==> src/rtl/cipher_pkg.sv <==
// cipher_pkg: shared widths and types for the keystream
// byte cipher and its key FIFO.
package cipher_pkg;

  localparam int BYTE_W    = 8;
  localparam int BIT_IDX_W = 3;

  typedef logic [BYTE_W-1:0] byte_t;

endpackage

==> src/rtl/ks_key_fifo.sv <==
// ks_key_fifo: small synchronous FIFO of packed key bytes.
// A push into a full FIFO is accepted only if a pop coincides.
module ks_key_fifo
  import cipher_pkg::*;
#(
  parameter int DEPTH = 4
) (
  input  logic              clk,
  input  logic              rst,
  input  logic              push,
  input  logic [BYTE_W-1:0] push_data,
  input  logic              pop,
  output logic [BYTE_W-1:0] head_data,
  output logic              empty,
  output logic              full
);

  localparam int AW = $clog2(DEPTH);
  localparam logic [AW:0] PTR_ONE = 1;

  byte_t       mem [DEPTH];
  logic [AW:0] wr_ptr;
  logic [AW:0] rd_ptr;
  logic        do_push;
  logic        do_pop;

  assign empty = (wr_ptr == rd_ptr);
  assign full  = (wr_ptr[AW] != rd_ptr[AW]) &&
                 (wr_ptr[AW-1:0] == rd_ptr[AW-1:0]);

  assign do_pop  = pop && !empty;
  assign do_push = push && (!full || do_pop);

  assign head_data = mem[rd_ptr[AW-1:0]];

  // Key storage; contents are don't-care until written.
  always_ff @(posedge clk) begin
    if (do_push) begin
      mem[wr_ptr[AW-1:0]] <= push_data;
    end
  end

  // Read and write pointers with a wrap bit for full/empty.
  always_ff @(posedge clk or posedge rst) begin
    if (rst) begin
      wr_ptr <= '0;
      rd_ptr <= '0;
    end else begin
      if (do_push) begin
        wr_ptr <= wr_ptr + PTR_ONE;
      end
      if (do_pop) begin
        rd_ptr <= rd_ptr + PTR_ONE;
      end
    end
  end

endmodule

==> src/rtl/ks_xor_byte_cipher.sv <==
// ks_xor_byte_cipher: packs keystream bits MSB-first into key
// bytes and XORs each with one input byte (encrypt == decrypt).
module ks_xor_byte_cipher
  import cipher_pkg::*;
#(
  parameter int KEY_DEPTH = 4,
  parameter int CNT_W     = 16
) (
  input  logic             clk,
  input  logic             rst,
  input  logic             ks_bit,
  input  logic             ks_valid,
  input  logic [7:0]       pt_data,
  input  logic             pt_valid,
  output logic             pt_ready,
  output logic [7:0]       ct_data,
  output logic             ct_valid,
  input  logic             ct_ready,
  input  logic             clr_ovr,
  output logic             ks_overrun,
  output logic [CNT_W-1:0] byte_count
);

  logic [BIT_IDX_W-1:0] bit_cnt;
  byte_t                shreg;
  byte_t                key_byte;
  byte_t                head;
  logic                 byte_done;
  logic                 empty;
  logic                 full;
  logic                 xfer;
  logic                 ovr_set;

  // Completed byte = seven earlier bits plus the current one.
  assign key_byte  = {shreg[BYTE_W-2:0], ks_bit};
  assign byte_done = ks_valid && (bit_cnt == '1);

  // Ready depends only on registered state and ct_ready.
  assign pt_ready = !empty && (!ct_valid || ct_ready);
  assign xfer     = pt_valid && pt_ready;

  // A pop on the same edge frees the slot, so no drop then.
  assign ovr_set = byte_done && full && !xfer;

  ks_key_fifo #(
    .DEPTH(KEY_DEPTH)
  ) u_fifo (
    .clk      (clk),
    .rst      (rst),
    .push     (byte_done),
    .push_data(key_byte),
    .pop      (xfer),
    .head_data(head),
    .empty    (empty),
    .full     (full)
  );

  // Bit packer: shift and count only on valid keystream bits.
  always_ff @(posedge clk or posedge rst) begin
    if (rst) begin
      shreg   <= '0;
      bit_cnt <= '0;
    end else if (ks_valid) begin
      shreg   <= key_byte;
      bit_cnt <= bit_cnt + BIT_IDX_W'(1);
    end
  end

  // Output register with hold under backpressure.
  always_ff @(posedge clk or posedge rst) begin
    if (rst) begin
      ct_data    <= '0;
      ct_valid   <= 1'b0;
      byte_count <= '0;
    end else if (xfer) begin
      ct_data    <= pt_data ^ head;
      ct_valid   <= 1'b1;
      byte_count <= byte_count + CNT_W'(1);
    end else if (ct_valid && ct_ready) begin
      ct_valid   <= 1'b0;
    end
  end

  // Sticky overrun flag; a new drop wins over a clear.
  always_ff @(posedge clk or posedge rst) begin
    if (rst) begin
      ks_overrun <= 1'b0;
    end else if (ovr_set) begin
      ks_overrun <= 1'b1;
    end else if (clr_ovr) begin
      ks_overrun <= 1'b0;
    end
  end

endmodule

==> config.mk <==
export PLATFORM = sky130hd
export DESIGN_NAME = ks_xor_byte_cipher
export DESIGN_NICKNAME = d
export VERILOG_FILES = /design/src/rtl/cipher_pkg.sv /design/src/rtl/ks_key_fifo.sv /design/src/rtl/ks_xor_byte_cipher.sv
export SDC_FILE = /design/constraint.sdc
export NUM_CORES = 1
export LEC_CHECK = 0
export BUFFER_PORTS_ARGS = -buffer_cell sky130_fd_sc_hd__buf_2
export CAP_MARGIN = 0
export CORE_UTILIZATION = 51
export DETAILED_ROUTE_END_ITERATION = 10
export PLACE_DENSITY = 0.75
export SETUP_SLACK_MARGIN = 0.02
export SLEW_MARGIN = 20
export SYNTH_ARGS = -nofsm -noshare
export SYNTH_HDL_FRONTEND = slang
export SYNTH_SLANG_ARGS = --single-unit
==> constraint.sdc <==
create_clock -name clk -period 1.8 [get_ports clk]
set_clock_uncertainty 0.2 [all_clocks]
set_input_delay 0 -clock clk [delete_from_list [all_inputs] [get_ports clk]]
set_output_delay 0 -clock clk [all_outputs]
set_load 0.01 [all_outputs]
Word-level counts from Yosys, hierarchy flattened
Memories as Yosys holds them, arrays and structs flattened.
Cells that the tools add are included.
Widths: inputs -> output; s select.
{"block": "op_classes", "addsub": 4, "multipliers": 0, "div_mod_pow": 0, "magnitude_cmp": 0, "eq_ne": 4, "n_shift": 0, "muxes": 6, "bitwise": 1, "n_reduce_logical": 17}
{"operator": "$add 16x1->16 const B", "n": 1}
{"operator": "$add 3x1->3 const B", "n": 3}
{"operator": "$logic_and 1x1->1", "n": 9}
{"operator": "$xor 8x8->8", "n": 1}
{"operator": "$mux 1", "n": 6}
{"operator": "$logic_not 1->1", "n": 4}
{"operator": "$reduce_bool 2->1", "n": 2}
{"operator": "$eq 3x3->1", "n": 1}
{"operator": "$eq 3x3->1 const B", "n": 1}
{"operator": "$eq 2x2->1", "n": 1}
{"operator": "$logic_or 1x1->1", "n": 2}
{"operator": "$ne 1x1->1", "n": 1}
{"block": "word_totals", "ff_bits": 42, "latch_bits": 0, "mem_bits_rw": 32, "romBits": 0, "input_bits": 15, "n_memories": 1}
{"memory": "u_fifo.mem", "depth": 4, "width": 8, "read_ports": 1, "rd_clocked_by_memory_dff": 0, "wr": 1, "line_no": "ks_key_fifo.sv:21", "rtl": "byte_t mem [DEPTH];"}

Logic depth before layout (Yosys ltp)
{"block": "logic_depth", "depth_word": 9, "mapped_depth": 7, "mapped_depth_nobuf": 5}

Hierarchy
Synthesis repeated with hierarchy kept, for this count alone.
{"block": "hier_totals", "hier_cells": 204, "area_unflattened_um2": 3213.1}
{"module": "ks_key_fifo", "instances": 1, "cells_per_inst": 78, "area_per_inst_um2": 1651.6}
{"module": "ks_xor_byte_cipher", "instances": 1, "cells_per_inst": 126, "area_per_inst_um2": 1561.5}

Worst setup path after synthesis
OpenSTA, ideal clock, no wires.
{"block": "synth_path", "path_kind": "reg-to-reg", "start": "register u_fifo.rd_ptr[0]", "end": "memory u_fifo.mem[3][0] in the netlist's numbering, enable pin", "setup_ns": 0.379, "arrival_time_ns": 1.369, "t_required_ns": 1.221, "path_slack_ns": -0.148, "path_stages_with_launch": 5, "path_buffers": 1, "period_less_slack_ns": 1.948, "path_cell_list": "dfrtp_1 buf_6 xor2_2 nor3_2 a21oi_1"}
{"block": "synth_between", "elab_chain_cells": 9, "elab_cells_between_ends": 12, "cone_classes": "eq/ne: 2; mux: 2; reduce/logical: 8"}
{"element": "from (decl)", "line_no": "ks_key_fifo.sv:23", "rtl": "logic [AW:0] rd_ptr;"}
{"element": "from (signal assigned)", "line_no": "ks_key_fifo.sv:53", "rtl": "rd_ptr <= rd_ptr + PTR_ONE;"}
{"element": "$eq 3x3->1", "line_no": "ks_key_fifo.sv:27", "rtl": "assign empty = (wr_ptr == rd_ptr);"}
{"element": "$logic_not 1->1", "line_no": "ks_key_fifo.sv:31, ks_xor_byte_cipher.sv:39"}
{"element": "$logic_and 1x1->1", "line_no": "ks_xor_byte_cipher.sv:39", "rtl": "assign pt_ready = !empty && (!ct_valid || ct_ready);"}
{"element": "$logic_and 1x1->1", "line_no": "ks_xor_byte_cipher.sv:40", "rtl": "assign xfer = pt_valid && pt_ready;"}
{"element": "$logic_and 1x1->1", "line_no": "ks_key_fifo.sv:31", "rtl": "assign do_pop = pop && !empty;"}
{"element": "$logic_or 1x1->1 *", "line_no": "ks_key_fifo.sv:32", "rtl": "assign do_push = push && (!full || do_pop);"}
{"element": "$logic_and 1x1->1 *", "line_no": "ks_key_fifo.sv:32"}
{"element": "$mux 1 *", "line_no": "ks_key_fifo.sv:38", "rtl": "if (do_push) begin"}
{"element": "$mux 1 (implied by the code) *", "line_no": "ks_key_fifo.sv:39", "rtl": "mem[wr_ptr[AW-1:0]] <= push_data;"}
{"element": "to (decl)", "line_no": "ks_key_fifo.sv:21"}
Mark *: on every way between the ends. The rest lies on a longest branch, timed or not.

Worst setup path after layout
{"block": "layout_path", "start": "register u_fifo.rd_ptr[2]", "end": "register u_fifo.wr_ptr[1]"}
{"block": "layout_between", "elab_chain_cells": 7, "elab_cells_between_ends": 10, "cone_classes": "eq/ne: 2; reduce/logical: 8"}
{"element": "$eq 3x3->1", "line_no": "ks_key_fifo.sv:27"}
{"element": "$logic_not 1->1", "line_no": "ks_key_fifo.sv:31, ks_xor_byte_cipher.sv:39"}
{"element": "$logic_and 1x1->1", "line_no": "ks_xor_byte_cipher.sv:39"}
{"element": "$logic_and 1x1->1", "line_no": "ks_xor_byte_cipher.sv:40"}
{"element": "$logic_and 1x1->1", "line_no": "ks_key_fifo.sv:31"}
{"element": "$logic_or 1x1->1 *", "line_no": "ks_key_fifo.sv:32"}
{"element": "$logic_and 1x1->1 *", "line_no": "ks_key_fifo.sv:32"}
{"element": "to (signal assigned)", "line_no": "ks_key_fifo.sv:50", "rtl": "wr_ptr <= wr_ptr + PTR_ONE;"}
{"element": "to (decl)", "line_no": "ks_key_fifo.sv:22", "rtl": "logic [AW:0] wr_ptr;"}
Marked as above.
A chain may end at the register's enable or synchronous reset.

==> results.toml <==
[final_layout]
drive_gt1_share_pct = 35.6
insertedDiodeCount = 0
fillCellCount = 419
final_cell_mix = "dfrtp_1, buf_2, edfxtp_1"
nNetsFinal = 313
areaGrowthSynthToFinish_pct = 24.6
finalCoreUtilization_pct = 66.4
seqCellArea_sq_um = 2010
multi_input_area_sq_um = 1120

[clock_network]
cts_buffers = 9
clkSinkCount = 74
path_clk_slew_ns = 0.08
cts_tree = "built"
clock_latency_ns = 0.34
clockRootBuffer = "clkbuf_8"
clock_path_buffers = 2
htreeDepth = 3

[drt]
ant_nets = 0
dr.first_iter.drc_count = 90
wl_per_cell_um = 14.6
firstDrtPassIters = 4
drc = 0
num_vias = 1905
wl_mm = 5.41
viasPerCell = 5.15

[timing]
rsz0062_at_grt = "yes"
tightest_slew_ns = 0.441
fmax_mhz = 566
maxSlewHeadroom_pct = 70.6
hold_viol = 0
post-route-period-util_pct = 98.2
min_period_ns = 1.77
setup_viol = 0
final_max_slew_viol_count = 0
finalHoldWorstSlack_ns = 0.0196
worst_slack_ns = 0.0325

[die]
design.core.area_sq_um = 5960
start_util_pct = 53.3
die_w_um = 80.9
io_pins = 42
die_y_um = 80.9
die-area_sq_um = 6550
fp-row-count = 28

[logic_synthesis]
ys_seq_elements = 74
yosys.area_share.simple_pct = 9.22
synth_compound_area_share_pct = 2.96
ys_seq_area_share_pct = 63.4
synth_xor_area_share_pct = 9.30
netlist_area_sq_um = 3180
synth_top_family_by_area = "XOR/XNOR gates"
synth_top_area_share_pct = 33.1
ys.warnings.count = 0
synth_nets = 239
synth_top_cell_by_area = "dfrtp_1"
yosys-top-cells-area = "dfrtp_1, edfxtp_1, xnor2_1, mux4_2, mux2_2"
syn_area_per_cell_sq_um = 14.7
synth_mux_area_share_pct = 9.22
synth_adder_area_share_pct = 3.15
syn_inst = 216
yosys.cell_types.count = 31

[run_status]
outcome = "complete, no violations"

[flow_run]
cap_viol_max_count = 0

[critical_path]
path_cells = "xnor2_2 -> nor3_2 -> a21oi_2 -> buf_4 -> mux2_4"
arrival_ns = 1.79
cp-end-kind = "flop"
critPathSlowestCell = "dfrtp_2"
critPathMaxFanout = 4
critical_path_class = "flop to flop"
r2r_start = "u_fifo.rd_ptr[2]"
crit_start = "u_fifo.rd_ptr[2]"
crit_path_start_kind = "flop"
crit_required_ns = 1.83
critPathMaxStageDelay_ns = 0.46

[pwr]
pwr-share-seq_pct = 43.4
power.switching_mw = 1.93
power_mw = 5.78
clkPwrFrac_pct = 22.3
power_frac_comb_pct = 34.3
swShare_pct = 33.4
p_int_mw = 3.84
vdd_drop_max_uv = 803
powerDensity_nw_per_um2 = 1460
p_leak_nw = 1.64

[place]
dp_slack_ns = -0.0131
dp_hpwl_mm = 3.70
portBuffers = 41
gp_congestion = 0.780

[grt]
grt_max_degree = 25
antenna_found_initial = 0
grt_pass1_wl_mm = 8.89
grt_pass1_vias = 1876
overflow = 0
grtUsageTotal_pct = 18.7

[min_path]
hold_class = "input pin to async pin"
-- cell usage after synthesis --
cell      number
a21oi_1        1
a21oi_2        1
and2_1         6
and3_1         2
and4_1         2
buf_1          1
buf_2          2
buf_6          4
clkbuf_1       2
dfrtp_1       42
edfxtp_1      32
ha_1           8
inv_1          6
mux2_1         1
mux2_2         9
mux4_2         8
nand2_1       20
nand2b_1       1
nand3_1        3
nand4_1       15
nor2_1         1
nor3_1         3
nor3_2         1
nor4_1         1
o21ai_0        9
o311a_1        1
o311ai_2       1
o31a_1         1
xnor2_1       27
xor2_1         3
xor2_2         2
-- cells by family after synthesis --
kind of cell	after synthesis
simple gates	55
xor+xnor	32
mux	18
fa+ha+maj	8
flops	74
compound gates	14
buf+inv	15
-- metal layers --
| layer | vias up | share of wire (%) | global-route usage [%] | wire length, um |
|---|---|---|---|---|
| li1 | 926 | - | - | - |
| met1 | 926 | 46 | 24.8 | 2470 |
| met2 | 48 | 49 | 29.6 | 2650 |
| met3 | 5 | 4.3 | 3.93 | 234 |
| met4 | 0 | 1.1 | 9.11 | 61 |
| met5 | - | 0 | 0 | 0 |
-- worst max-delay path, delay by kind of cell (launching register included) --
family                    cells  cell delay (ns)
DFF                           1             0.46
muxes                         1             0.28
and+or+nand+nor               1             0.27
buffers and inverters         1             0.16
xor gates and xnor gates      1             0.15
AOI/OAI and AO/OA             1             0.13
-- cell type report --
cell class / instances / area share [%]
clock inverter: 7 / 1.96
sequential: 74 / 50.9
inverter: 6 / 0.569
tap: 75 / 2.37
timing repair buffer: 72 / 12.9
multi-input combinational: 127 / 28.2
clock buffer: 9 / 3.13
-- power groups by stage --
| stage | logic [mW] | clock network [mW] | registers, mW |
|---|---|---|---|
| after floorplan | 1.26 | 0 | 2.52 |
| after global placement | 1.76 | 0 | 2.51 |
| after detailed placement | 1.80 | 0 | 2.53 |
| after CTS | 1.84 | 1.33 | 2.49 |
| after global routing | 2.22 | 1.39 | 2.56 |
| final | 1.98 | 1.29 | 2.50 |
-- state kept, by name, summed over array words and instances, names as in the netlist --
| signal | count |
|---|---|
| u_fifo.mem | 32 |
| byte_count | 16 |
| ct_data | 8 |
| shreg | 7 |
| bit_cnt | 3 |
| u_fifo.rd_ptr | 3 |
| u_fifo.wr_ptr | 3 |
| ct_valid | 1 |
| ks_overrun | 1 |
-- what timing repair did --
item                       in CTS  in global routing
hold endpoints to repair       68                  0
cloned                          0                  0
pin swaps                       1                  7
hold buffers                   14                  0
resized for setup               1                 11
setup endpoints to repair      33                 59
buffers inserted                0                  4
-- final timing paths --
path / endpoint / slack, ns / cells past startpoint
max: u_fifo.wr_ptr[1] / 0.03 / 5
min: ct_valid / 0.02 / 4
max reg2reg: u_fifo.wr_ptr[1] / 0.03 / 5
min reg2reg: bit_cnt[0] / 0.27 / 1
max in group asynchronous: ct_data[5] / 0.80 / 5
min in group clk: ks_overrun / 0.18 / 3
-- through the flow --
stage                     cells  area (sq um)  TNS (ns)
after global routing        370          3960     -1.18
after detailed placement    336          3540    -0.142
after floorplan             216          3180    -0.108
after global placement      336          3540         0
final                       370          3960         0
after CTS                   366          3890   -0.0537
Note: power is estimated with default switching activity, not from simulation.
